## src/rtl/calc_key_sequencer_if.sv

```systemverilog
// Keypad / calculator handshake bundle around the key sequencer.
// slave = sequencer side, master = keypad decoder plus calculator side.
interface calc_key_sequencer_if;
   logic       key_valid;
   logic [7:0] key_code;
   logic       calc_done;
   logic [7:0] calc_result;
   logic [7:0] operand1;
   logic [7:0] operand2;
   logic [7:0] operator;
   logic       start_calc;
   logic [7:0] disp_value;
   logic       busy;
   logic       err;

   modport slave (
      input  key_valid, key_code, calc_done, calc_result,
      output operand1, operand2, operator, start_calc, disp_value, busy, err
   );

   modport master (
      output key_valid, key_code, calc_done, calc_result,
      input  operand1, operand2, operator, start_calc, disp_value, busy, err
   );
endinterface

```

## src/rtl/calc_key_sequencer.sv

```systemverilog
// Turns ASCII keypad strobes into operand/operator requests for the 8-bit
// calculator, waits for its completion pulse and holds the result for display.
//
// state  | meaning
// S_A    | entering operand1
// S_OP   | operator chosen, waiting for first digit of operand2
// S_B    | entering operand2
// S_CALC | start_calc pulse cycle
// S_WAIT | waiting for calc_done, timeout down-counter running
// S_RES  | result latched in operand1 and displayed
module calc_key_sequencer #(
   parameter int unsigned TIMEOUT_CYC = 16
) (
   input logic                 clk,
   input logic                 rst_n,
   calc_key_sequencer_if.slave bus
);

   typedef enum logic [2:0] {
      S_A    = 3'd0,
      S_OP   = 3'd1,
      S_B    = 3'd2,
      S_CALC = 3'd3,
      S_WAIT = 3'd4,
      S_RES  = 3'd5
   } state_t;

   localparam int TW = (TIMEOUT_CYC > 1) ? $clog2(TIMEOUT_CYC) : 1;
   localparam logic [TW-1:0] TMR_LOAD = TW'(TIMEOUT_CYC - 1);

   state_t        state_q;
   logic [7:0]    op1_q;
   logic [7:0]    op2_q;
   logic [7:0]    opr_q;
   logic          start_q;
   logic          err_q;
   logic [TW-1:0] tmr_q;

   logic       is_digit;
   logic       is_oper;
   logic       is_eq;
   logic       is_clr;
   logic [3:0] digit_val;
   logic [8:0] acc1;
   logic [8:0] acc2;

   // Result bit 8 flags saturation; 255*10+9 still fits in 12 bits.
   function automatic logic [8:0] accumulate(input logic [7:0] old, input logic [3:0] d);
      logic [11:0] sum;
      sum = ({4'd0, old} * 12'd10) + {8'd0, d};
      if (sum > 12'd255) begin
         return {1'b1, 8'hFF};
      end
      return {1'b0, sum[7:0]};
   endfunction

   always_comb begin
      is_digit  = bus.key_valid && (bus.key_code >= 8'd48) && (bus.key_code <= 8'd57);
      is_oper   = bus.key_valid && ((bus.key_code == 8'd42) || (bus.key_code == 8'd43) ||
                                    (bus.key_code == 8'd45) || (bus.key_code == 8'd47));
      is_eq     = bus.key_valid && (bus.key_code == 8'd61);
      is_clr    = bus.key_valid && (bus.key_code == 8'd67);
      // ASCII '0'..'9' are 0x30..0x39, so the low nibble is the digit value.
      digit_val = bus.key_code[3:0];
      acc1      = accumulate(op1_q, digit_val);
      acc2      = accumulate(op2_q, digit_val);
   end

   always_ff @(posedge clk or negedge rst_n) begin
      if (!rst_n) begin
         state_q <= S_A;
         op1_q   <= 8'd0;
         op2_q   <= 8'd0;
         opr_q   <= 8'd0;
         start_q <= 1'b0;
         err_q   <= 1'b0;
         tmr_q   <= '0;
      end else begin
         start_q <= 1'b0;
         if (is_clr && (state_q != S_CALC) && (state_q != S_WAIT)) begin
            state_q <= S_A;
            op1_q   <= 8'd0;
            op2_q   <= 8'd0;
            opr_q   <= 8'd0;
            err_q   <= 1'b0;
         end else begin
            case (state_q)
               S_A: begin
                  if (is_digit) begin
                     op1_q <= acc1[7:0];
                     if (acc1[8]) err_q <= 1'b1;
                  end else if (is_oper) begin
                     opr_q   <= bus.key_code;
                     op2_q   <= 8'd0;
                     state_q <= S_OP;
                  end
               end
               S_OP: begin
                  if (is_digit) begin
                     op2_q   <= {4'd0, digit_val};
                     state_q <= S_B;
                  end else if (is_oper) begin
                     opr_q <= bus.key_code;
                  end
               end
               S_B: begin
                  if (is_digit) begin
                     op2_q <= acc2[7:0];
                     if (acc2[8]) err_q <= 1'b1;
                  end else if (is_eq) begin
                     start_q <= 1'b1;
                     state_q <= S_CALC;
                     if ((opr_q == 8'd47) && (op2_q == 8'd0)) err_q <= 1'b1;
                  end
               end
               S_CALC: begin
                  tmr_q   <= TMR_LOAD;
                  state_q <= S_WAIT;
               end
               S_WAIT: begin
                  // calc_done takes priority over a timeout on the same edge.
                  if (bus.calc_done) begin
                     op1_q   <= bus.calc_result;
                     state_q <= S_RES;
                  end else if (tmr_q == '0) begin
                     err_q   <= 1'b1;
                     op1_q   <= 8'd0;
                     op2_q   <= 8'd0;
                     state_q <= S_A;
                  end else begin
                     tmr_q <= tmr_q - 1'b1;
                  end
               end
               S_RES: begin
                  if (is_digit) begin
                     op1_q   <= {4'd0, digit_val};
                     op2_q   <= 8'd0;
                     state_q <= S_A;
                  end else if (is_oper) begin
                     opr_q   <= bus.key_code;
                     op2_q   <= 8'd0;
                     state_q <= S_OP;
                  end
               end
               default: state_q <= S_A;
            endcase
         end
      end
   end

   assign bus.operand1   = op1_q;
   assign bus.operand2   = op2_q;
   assign bus.operator   = opr_q;
   assign bus.start_calc = start_q;
   assign bus.err        = err_q;
   assign bus.busy       = (state_q == S_CALC) || (state_q == S_WAIT);
   assign bus.disp_value = ((state_q == S_B) || (state_q == S_CALC) || (state_q == S_WAIT))
                           ? op2_q : op1_q;

endmodule

```

## src/flat_wrapper.sv

```systemverilog
// flat-port wrapper written by rule: the top's interface ports become plain ports
module calc_key_sequencer_flat 
#(
   parameter int unsigned TIMEOUT_CYC = 16
)
  (clk, rst_n, bus_key_valid, bus_key_code, bus_calc_done, bus_calc_result, bus_operand1, bus_operand2, bus_operator, bus_start_calc, bus_disp_value, bus_busy, bus_err);
  calc_key_sequencer_if bus_i ();
  input logic clk;
  input logic rst_n;
  input wire logic [$bits(bus_i.key_valid)-1:0] bus_key_valid;
  input wire logic [$bits(bus_i.key_code)-1:0] bus_key_code;
  input wire logic [$bits(bus_i.calc_done)-1:0] bus_calc_done;
  input wire logic [$bits(bus_i.calc_result)-1:0] bus_calc_result;
  output wire logic [$bits(bus_i.operand1)-1:0] bus_operand1;
  output wire logic [$bits(bus_i.operand2)-1:0] bus_operand2;
  output wire logic [$bits(bus_i.operator)-1:0] bus_operator;
  output wire logic [$bits(bus_i.start_calc)-1:0] bus_start_calc;
  output wire logic [$bits(bus_i.disp_value)-1:0] bus_disp_value;
  output wire logic [$bits(bus_i.busy)-1:0] bus_busy;
  output wire logic [$bits(bus_i.err)-1:0] bus_err;
  assign bus_i.key_valid = bus_key_valid;
  assign bus_i.key_code = bus_key_code;
  assign bus_i.calc_done = bus_calc_done;
  assign bus_i.calc_result = bus_calc_result;
  assign bus_operand1 = bus_i.operand1;
  assign bus_operand2 = bus_i.operand2;
  assign bus_operator = bus_i.operator;
  assign bus_start_calc = bus_i.start_calc;
  assign bus_disp_value = bus_i.disp_value;
  assign bus_busy = bus_i.busy;
  assign bus_err = bus_i.err;
  calc_key_sequencer #(.TIMEOUT_CYC(TIMEOUT_CYC)) u_core (.clk(clk), .rst_n(rst_n), .bus(bus_i));
endmodule
```

## config.mk

```make
export PLATFORM = sky130hd
export DESIGN_NAME = calc_key_sequencer_flat
export DESIGN_NICKNAME = d
export VERILOG_FILES = /design/src/rtl/calc_key_sequencer_if.sv /design/src/rtl/calc_key_sequencer.sv /design/src/flat_wrapper.sv
export SDC_FILE = /design/constraint.sdc
export NUM_CORES = 1
export LEC_CHECK = 0
export CORE_ASPECT_RATIO = 0.7
export CORE_MARGIN = 2
export CORE_UTILIZATION = 54
export CTS_CLUSTER_SIZE = 14
export DETAILED_ROUTE_END_ITERATION = 16
export PLACE_DENSITY_LB_ADDON = 0.08
export REMOVE_ABC_BUFFERS = 1
export SKIP_CTS_REPAIR_TIMING = 1
export SYNTH_ARGS = -nofsm -noshare
export SYNTH_HDL_FRONTEND = slang
export SYNTH_SLANG_ARGS = --single-unit
```

## constraint.sdc

```tcl
create_clock -name clk -period 3.8 [get_ports clk]
set_input_delay 0.38 -clock clk [delete_from_list [all_inputs] [get_ports clk]]
set_output_delay 0.38 -clock clk [all_outputs]
set_load 0.005 [all_outputs]
```

* Yosys cells after proc, flatten, opt, wreduce, memory -nomap -nowiden
Index checks and enable logic that the tools add are counted.
W data, S select, Z words.
** Storage, ports and cells
- Bits in registers :: 33
- Word-level logic and storage cells :: 129
** Operators by class
- Add/sub/neg operators :: 3
- Multipliers :: 2
- $lt $le $gt $ge :: 4
- Eq/ne operators :: 31
- Mux-type cells :: 51
- Bitwise logic cells :: 1
- Reduce and logical (&&, ||, !) cells :: 30
** Operator list (count)
- $mux W8 :: 16
- $eq A8 B6 Y1 const B :: 6
- $pmux W8 S5 :: 1
- $mux W9 :: 4
- $mux W3 :: 9
- $add A12 B4 Y12 :: 2
- $gt A12 B8 Y1 const B :: 2
- $pmux W8 S3 :: 1
- $mul A8 B3 Y11 const B :: 2
- $ne A3 B1 Y1 const B :: 7
- $pmux W3 S6 :: 1
- $mux W1 :: 15
- $ne A3 B3 Y1 const B :: 3
- $eq A8 B7 Y1 const B :: 1
- $ge A8 B6 Y1 const B :: 1
- $le A8 B6 Y1 const B :: 1
- $logic_and A1 B1 Y1 :: 8
- $logic_not A8 Y1 :: 1
- $mux W4 :: 2
- $ne A4 B1 Y1 const B :: 2
- $pmux W4 S2 :: 1
- $reduce_and A4 Y1 :: 2
- $reduce_and A8 Y1 :: 1
- $reduce_bool A4 Y1 :: 2
- 19 further kinds :: 31

* Logic depth before layout (Yosys ltp)
Gate-level depths: netlist (run 1).
- Word-level depth :: 9
- Depth in mapped cells :: 11

* Worst setup path after synthesis (run 1)
Ideal clock, no wire load.
- Path kind :: register -> register
- Start point :: reg u_core.op2_q[1], in the netlist u_core.bus.operand2[1]
- End point :: reg u_core.op2_q[4], in the netlist u_core.bus.operand2[4]
- Library setup time :: 0.124 ns
- Arrival :: 2.934 ns
- Data required time :: 3.676 ns
- Slack :: 0.742 ns
- Stages on the path, launching flop included :: 12
- Period minus slack after synthesis :: 3.058 ns
- Cell sequence :: dfrtp_1 -> ha_1 -> ha_1 -> fa_1 -> a21o_1 -> or4b_1 -> a21oi_2 -> nand2_1 -> o22ai_2 -> buf_6 -> a21oi_1 -> a211o_1
** On the way
- Longest elaborated chain between the ends :: 8
** RTL lines
- start, declared :: line calc_key_sequencer.sv:33 : logic [7:0] op2_q;
- start signal, assigned :: line calc_key_sequencer.sv:100 : op2_q <= {4'd0, digit_val};
- start signal, assigned :: line calc_key_sequencer.sv:108 : op2_q <= acc2[7:0];
- $mul A8 B3 Y11 * :: line calc_key_sequencer.sv:50 : sum = ({4'd0, old} * 12'd10) + {8'd0, d};
- $add A12 B4 Y12 * :: line calc_key_sequencer.sv:50
- $gt A12 B8 Y1 :: line calc_key_sequencer.sv:51 : if (sum > 12'd255) begin
- $mux W1 :: line calc_key_sequencer.sv:51
- $mux W9 * :: line calc_key_sequencer.sv:54 : return {1'b0, sum[7:0]};
- $mux W8 * :: line calc_key_sequencer.sv:107 : if (is_digit) begin
- $pmux W8 S5 * :: line calc_key_sequencer.sv:87 : case (state_q)
- $mux W8 * :: line calc_key_sequencer.sv:80 : if (is_clr && (state_q != S_CALC) && (state_q != S_WAIT)) begin
Mark *: on every way between the ends. The rest lies on a longest branch, timed or not. The select of a mux whose other input is x is not followed.
A chain may end at the register's enable or synchronous reset.

* Final worst setup path (run 1)
- Start point :: reg u_core.state_q[2]
- End point :: out bus_disp_value[1]
** On the way
- Longest elaborated chain between the ends :: 4
- Elaborated cells between the ends (all ways) :: 6
- Classes of those cells :: eq/ne (3); mux (1); reduce/logical (2)
** RTL lines
- start, declared :: line calc_key_sequencer.sv:31 : state_t state_q;
- start signal, assigned :: line calc_key_sequencer.sv:71 : state_q <= S_A;
- start signal, assigned :: line calc_key_sequencer.sv:81 : state_q <= S_A;
- start signal, assigned :: line calc_key_sequencer.sv:95 : state_q <= S_OP;
- $eq A3 B2 Y1 :: line calc_key_sequencer.sv:157 : assign bus.disp_value = ((state_q == S_B) || (state_q == S_CALC) || (state_q == S_WAIT))
- $logic_or A1 B1 Y1 :: line calc_key_sequencer.sv:157
- $logic_or A1 B1 Y1 * :: line calc_key_sequencer.sv:157
- $mux W8 * :: line calc_key_sequencer.sv:158 : ? op2_q : op1_q;
- end, declared :: line flat_wrapper.sv:18 : output wire logic [$bits(bus_i.disp_value)-1:0] bus_disp_value;
Mark *: on every way between the ends. The rest lies on a longest branch, timed or not.

==> metrics.txt, run 1 <==
# setup viols final 0; first-pass GRT wire length 15600 um; die area 6450 um^2; clock buffer depth 2; Residual DRC 0; Routed Antenna Nets 0; Post-Route Skew 0.00840 ns; via count 3164; core area 5670 um^2; f_max 0.288 GHz; Critical R2R Launch u_core.bus.operand1[1]; Diodes inserted 0; kind of start point of the critical path flip-flop; sequential share of power 16.1%; Leak Pwr 1.69 nW; antenna violations before repair 0; top layer reached by signal wires met4; I/O Pins 55; Met1 Wirelength 4620 um; placed cell area 3810 um^2; Req. time, crit path 3.42 ns; Critical Path Slowest Stage Cell a21oi_1; largest fanout on the critical path 18; min cycle time layout 3.47 ns; Max stage delay on crit path 0.89 ns; hpwl dp 7400 um; crit-path cells inv_1, a21oi_1, mux2_2, clkdlybuf4s50_1; mapped cell area 3140 um^2; WP data arrival 3.09 ns; delay-heaviest family, CP compound AO/OA/AOI/OAI gates; Final Max Slew Viols 0; share of cells above drive strength 1 10.2%; Syn Inst Count 347; Worst Setup SP u_core.state_q[2]; Routed wire per std cell 20.2 um; run status completed; VDD IR max 0.605 mV; Area contributors post-synth dfrtp_1 (26%), ha_1 (12%), a21oi_1 (5.4%), nor2_1 (3.3%), a21o_1 (3.1%); clk slew on worst S/H paths 0.08 ns; post-synth cell types 65; die width 95.2 um; relative slew slack 12.5%; vias in the first global route 2899; pin count of the biggest net entering global routing 34; multi-input logic area 2230 um^2; htree depth 2; Final Cell Area 3950 um^2; ys flop type dfrtp_1; cell count after placement 477; final-report hold violation count 0; Combinational Power Share 74.2%; Hold/Removal Path Class in2async; leading area contributor after synthesis dfrtp_1; met3 routed WL 886 um; initial core utilization 55.4%; EDFF count, synth 0; Mean Syn Cell Area 9.05 um^2; clk sinks 33; number of buffers created by CTS 5; Seq. cell area 826 um^2; final net count 464; Port Buffer Count 54; gp weighted congestion 0.967; final worst-path cycle share 91.4%; worst skew pair latency 0.30 ns; Syn-to-layout area delta 25.6%; Clock power frac 9.7%; Via density 6.52; Final Instance Count excl. Fillers 485; Sw Pwr 2.01 mW; Syn. warnings 0; remaining global-route overflow 0; total track usage 32.6%; Synth top area share 26.3%; TritonCTS clock tree done; 1st-pass router iterations 5; Worst-Margin Slew 1.30 ns; CP Capture Type output port; RSZ-0062 raised after global routing false; asr flop ratio synth 100%; crit path kind reg2out; wire length on met2 4140 um; sequential area share after synthesis 26.3%; #FFs+latches synth 33; setup tns final 0 ns; Core Rows 23; chip height 67.8 um; drt first-iter violations 281; Power Density 1070 nW/um^2; number of fillers in the final layout 450; clock root cell clkbuf_8; internal power 2.20 mW; Sw Share 47.7%; Routed Wire Length 9800 um; CP Buf/Inv Count 2; MaxCap Viol Count 0
[flip-flops by register name (all words and copies together) (netlist names)]
register,cells
u_core.bus.err,1
u_core.bus.operand1,8
u_core.bus.operand2,8
u_core.bus.operator,8
u_core.bus.start_calc,1
u_core.state_q,3
u_core.tmr_q,4
[layout make-up]
cell class              instances  area share [%]
repair buffers                 66            16.0
inverters                       9           0.856
clock buffers                   5            1.74
well taps                      75            2.38
flip-flops and latches         33            20.9
clock inverters                 3            1.65
multi-input cells             294            56.5
[through the flow]
stage | power, mW | worst slack (ns) | hold WS, ns | util (%)
floorplan | 2.73 | 0.687 | 0.0844 | -
global placement | 3.64 | 0.496 | 0.486 | 67.2
detailed placement | 3.73 | 0.415 | 0.501 | 67.2
CTS | 4.15 | 0.388 | 0.513 | 69.6
global route | 4.54 | 0.213 | 0.537 | 69.6
finish | 4.21 | 0.328 | 0.503 | 69.6
[synth_stat cells (6+ instances only)]
library cell and count:
a21oi_1 34, dfrtp_1 33, ha_1 31, nor2_1 28, nand2_1 26, a21o_1 13
xnor2_1 11, nand3_1 9, a211o_1 8, a22oi_1 8, inv_1 8, mux2_2 8
and2_1 7, a211oi_1 6, a22o_1 6, nor2b_1 6, nor3_1 6
[cells in the final DEF (no fill, tap or decap), types with 7 or more instances in the layout]
cell             netlist  routed
clkdlybuf4s50_1        0      54
xnor2_1               11      11
dfrtp_1               33      33
a21o_1                13      13
buf_4                  0      12
ha_1                  31      31
nand3_1                9       9
a211o_1                8       8
a21oi_1               34      34
and2_1                 7       7
inv_1                  8       8
nor2_1                28      28
mux2_2                 8       8
a22oi_1                8       8
nand2_1               26      26
[per-layer routing]
layer,vias up,global-route usage [%]
li1,1454,-
met1,1537,50.2
met5,-,0
met2,159,46.2
met3,14,6.17
met4,0,9.24
[logic make-up after synthesis]
kind of cell | count (synthesis) | synth area share, %
fa+ha+maj | 35 | 14.9
buf+inv | 20 | 2.79
flops | 33 | 26.3
compound gates | 118 | 28.4
simple gates | 113 | 18.8
xor+xnor | 16 | 4.46
mux | 12 | 4.34
[worst reg2reg max path, cell delays in order (launching register included)]
cell	delay [ns]
dfrtp_1	0.49
ha_1	0.34
ha_1	0.23
fa_1	0.42
xor2_1	0.22
nand3_1	0.15
nor2_1	0.21
nand4_1	0.20
a2111oi_4	0.66
nor2b_1	0.28
o41ai_2	0.11
[final timing paths]
check	end	depth (start not counted)	slack (ns)
min	u_core.state_q[0]	2	0.50
max in group asynchronous	u_core.bus.operator[3]	2	2.97
max reg2reg	u_core.bus.operand1[1]	10	0.33
min in group clk	u_core.tmr_q[0]	1	0.52
min reg2reg	u_core.tmr_q[0]	1	0.52
max	bus_disp_value[1]	4	0.33
[power groups by stage]
| stage | Clock (mW) | Sequential [mW] | Combinational (mW) |
|---|---|---|---|
| floorplan | 0 | 0.670 | 2.06 |
| global placement | 0 | 0.671 | 2.97 |
| detailed placement | 0 | 0.680 | 3.05 |
| CTS | 0.408 | 0.675 | 3.07 |
| global route | 0.428 | 0.704 | 3.41 |
| finish | 0.408 | 0.678 | 3.12 |
(Power assumes the default switching activity.)
==> run 2: changes to the inputs <==
--- a/config.mk
+++ b/config.mk
@@ -7,7 +7,7 @@
 export LEC_CHECK = 0
 export CORE_ASPECT_RATIO = 0.7
 export CORE_MARGIN = 2
-export CORE_UTILIZATION = 54
+export CORE_UTILIZATION = 35
 export CTS_CLUSTER_SIZE = 14
 export DETAILED_ROUTE_END_ITERATION = 16
 export PLACE_DENSITY_LB_ADDON = 0.08
==> metrics.txt, run 2 (synthesis gave the netlist of run 1 again) <==
Combinational Power Share 74.9%; initial core utilization 36.6%; f_max 0.289 GHz; sequential share of power 15.4%; Post-Route Skew 0.00361 ns; Power Density 1050 nW/um^2; placed cell area 3900 um^2; number of fillers in the final layout 821; Via density 5.82; Port Buffer Count 54; final core occ 47.1%; most common cell after layout, fill and taps aside clkdlybuf4s50_1; clk slew on worst S/H paths 0.05 ns; Final Max Slew Viols 0; via count 3102; VDD IR max 0.354 mV; Routed Wire Length 10500 um; clock root cell clkbuf_16; Syn-to-layout area delta 28.6%; Core Rows 28; crit path kind reg2reg; Routed wire per std cell 19.7 um; Final Instance Count excl. Fillers 533; TritonCTS clock tree done; Clock power frac 9.7%; final-report hold violation count 0; clock buffer depth 2; vias in the first global route 2886; Pwr Total 4.23 mW; final worst-path cycle share 91.1%; Final Cell Area 4040 um^2; # setup viols final 0; Residual DRC 0; pin count of the biggest net entering global routing 34; 1st-pass router iterations 4; Sw Pwr 2.01 mW; reg2reg end u_core.bus.operand2[4]; first-pass GRT wire length 16600 um; internal power 2.22 mW; WP data arrival 3.63 ns; most frequent cells in the layout clkdlybuf4s50_1 (54), a21oi_1 (34), dfrtp_1 (33); drt first-iter violations 260; min cycle time layout 3.46 ns; I/O Pins 55; antenna violations before repair 0; RSZ-0062 raised after global routing false; Final WS setup 0.337 ns; die area 9760 um^2; CP Capture Type flip-flop; final net count 468; chip height 83.3 um; kind of start point of the critical path flip-flop; Leak Pwr 1.71 nW; Hold WS 0.517 ns; MaxCap Viol Count 0; Sw Share 47.5%; core area 8580 um^2; remaining global-route overflow 0; number of buffers created by CTS 5; share of cells above drive strength 1 10.7%; Diodes inserted 0; Hold/Removal Path Class in2async; largest fanout on the critical path 13; setup tns final 0 ns; htree depth 2; flop2flop setup slack 0.34 ns; Critical R2R Launch u_core.bus.operand2[1]; worst skew pair latency 0.29 ns; Place WS 0.369 ns; path depth of the worst reg2reg path 10; Routed Antenna Nets 0; gp weighted congestion 0.867; run status completed; total track usage 22.6%; relative slew slack 33.4%; hpwl dp 7910 um; Req. time, crit path 3.97 ns; die width 117 um; cell count after placement 526; clk sinks 33; Worst-Margin Slew 0.999 ns
run 2: critical path, stage by stage (launching register included):
cell     delay, ns
dfrtp_1       0.49
ha_1          0.34
ha_1          0.23
fa_1          0.43
a21o_1        0.18
or4b_1        0.51
a21oi_2       0.19
nand2_1       0.09
o22ai_2       0.45
a21oi_1       0.14
a211o_1       0.29
run 2: layout make-up:
cell class | instances | area [um^2] | share of cell area (%)
repair buffers | 70 | 661 | 16.3
multi-input cells | 294 | 2230 | 55.1
flip-flops and latches | 33 | 826 | 20.4
inverters | 9 | 33.8 | 0.836
well taps | 120 | 150 | 3.72
clock buffers | 7 | 143 | 3.53
run 2: how the worst max path moves through the flow:
stage / start / to / slack [ns] / depth (start not counted)
detailed placement: u_core.bus.operand2[1] / u_core.bus.operand2[6] / 0.37 / 10
finish: u_core.bus.operand2[1] / u_core.bus.operand2[4] / 0.34 / 10
floorplan: u_core.bus.operand2[1] / u_core.bus.operand2[6] / 0.69 / 10
global route: u_core.bus.operand2[1] / u_core.bus.operand2[4] / 0.12 / 10
global placement: u_core.bus.operand2[1] / u_core.bus.operand2[5] / 0.48 / 10
CTS: u_core.bus.operand2[1] / u_core.bus.operand2[4] / 0.36 / 10
run 2: metal layers:
| layer | global-route usage (%) | vias to the layer above | wire (um) |
|---|---|---|---|
| met5 | 0 | - | 0 |
| met4 | 5.67 | 0 | 142 |
| met3 | 5.62 | 10 | 673 |
| met2 | 28.5 | 107 | 4120 |
| met1 | 36.8 | 1524 | 5570 |
| li1 | - | 1461 | - |
run 2: power by group through the flow:
stage | logic (mW) | registers (mW) | clock network (mW)
2_1_floorplan | 2.06 | 0.670 | 0
3_3_place_gp | 3.10 | 0.653 | 0
3_5_place_dp | 3.11 | 0.650 | 0
4_1_cts | 3.13 | 0.648 | 0.418
5_1_grt | 3.47 | 0.673 | 0.434
6_report | 3.17 | 0.654 | 0.409
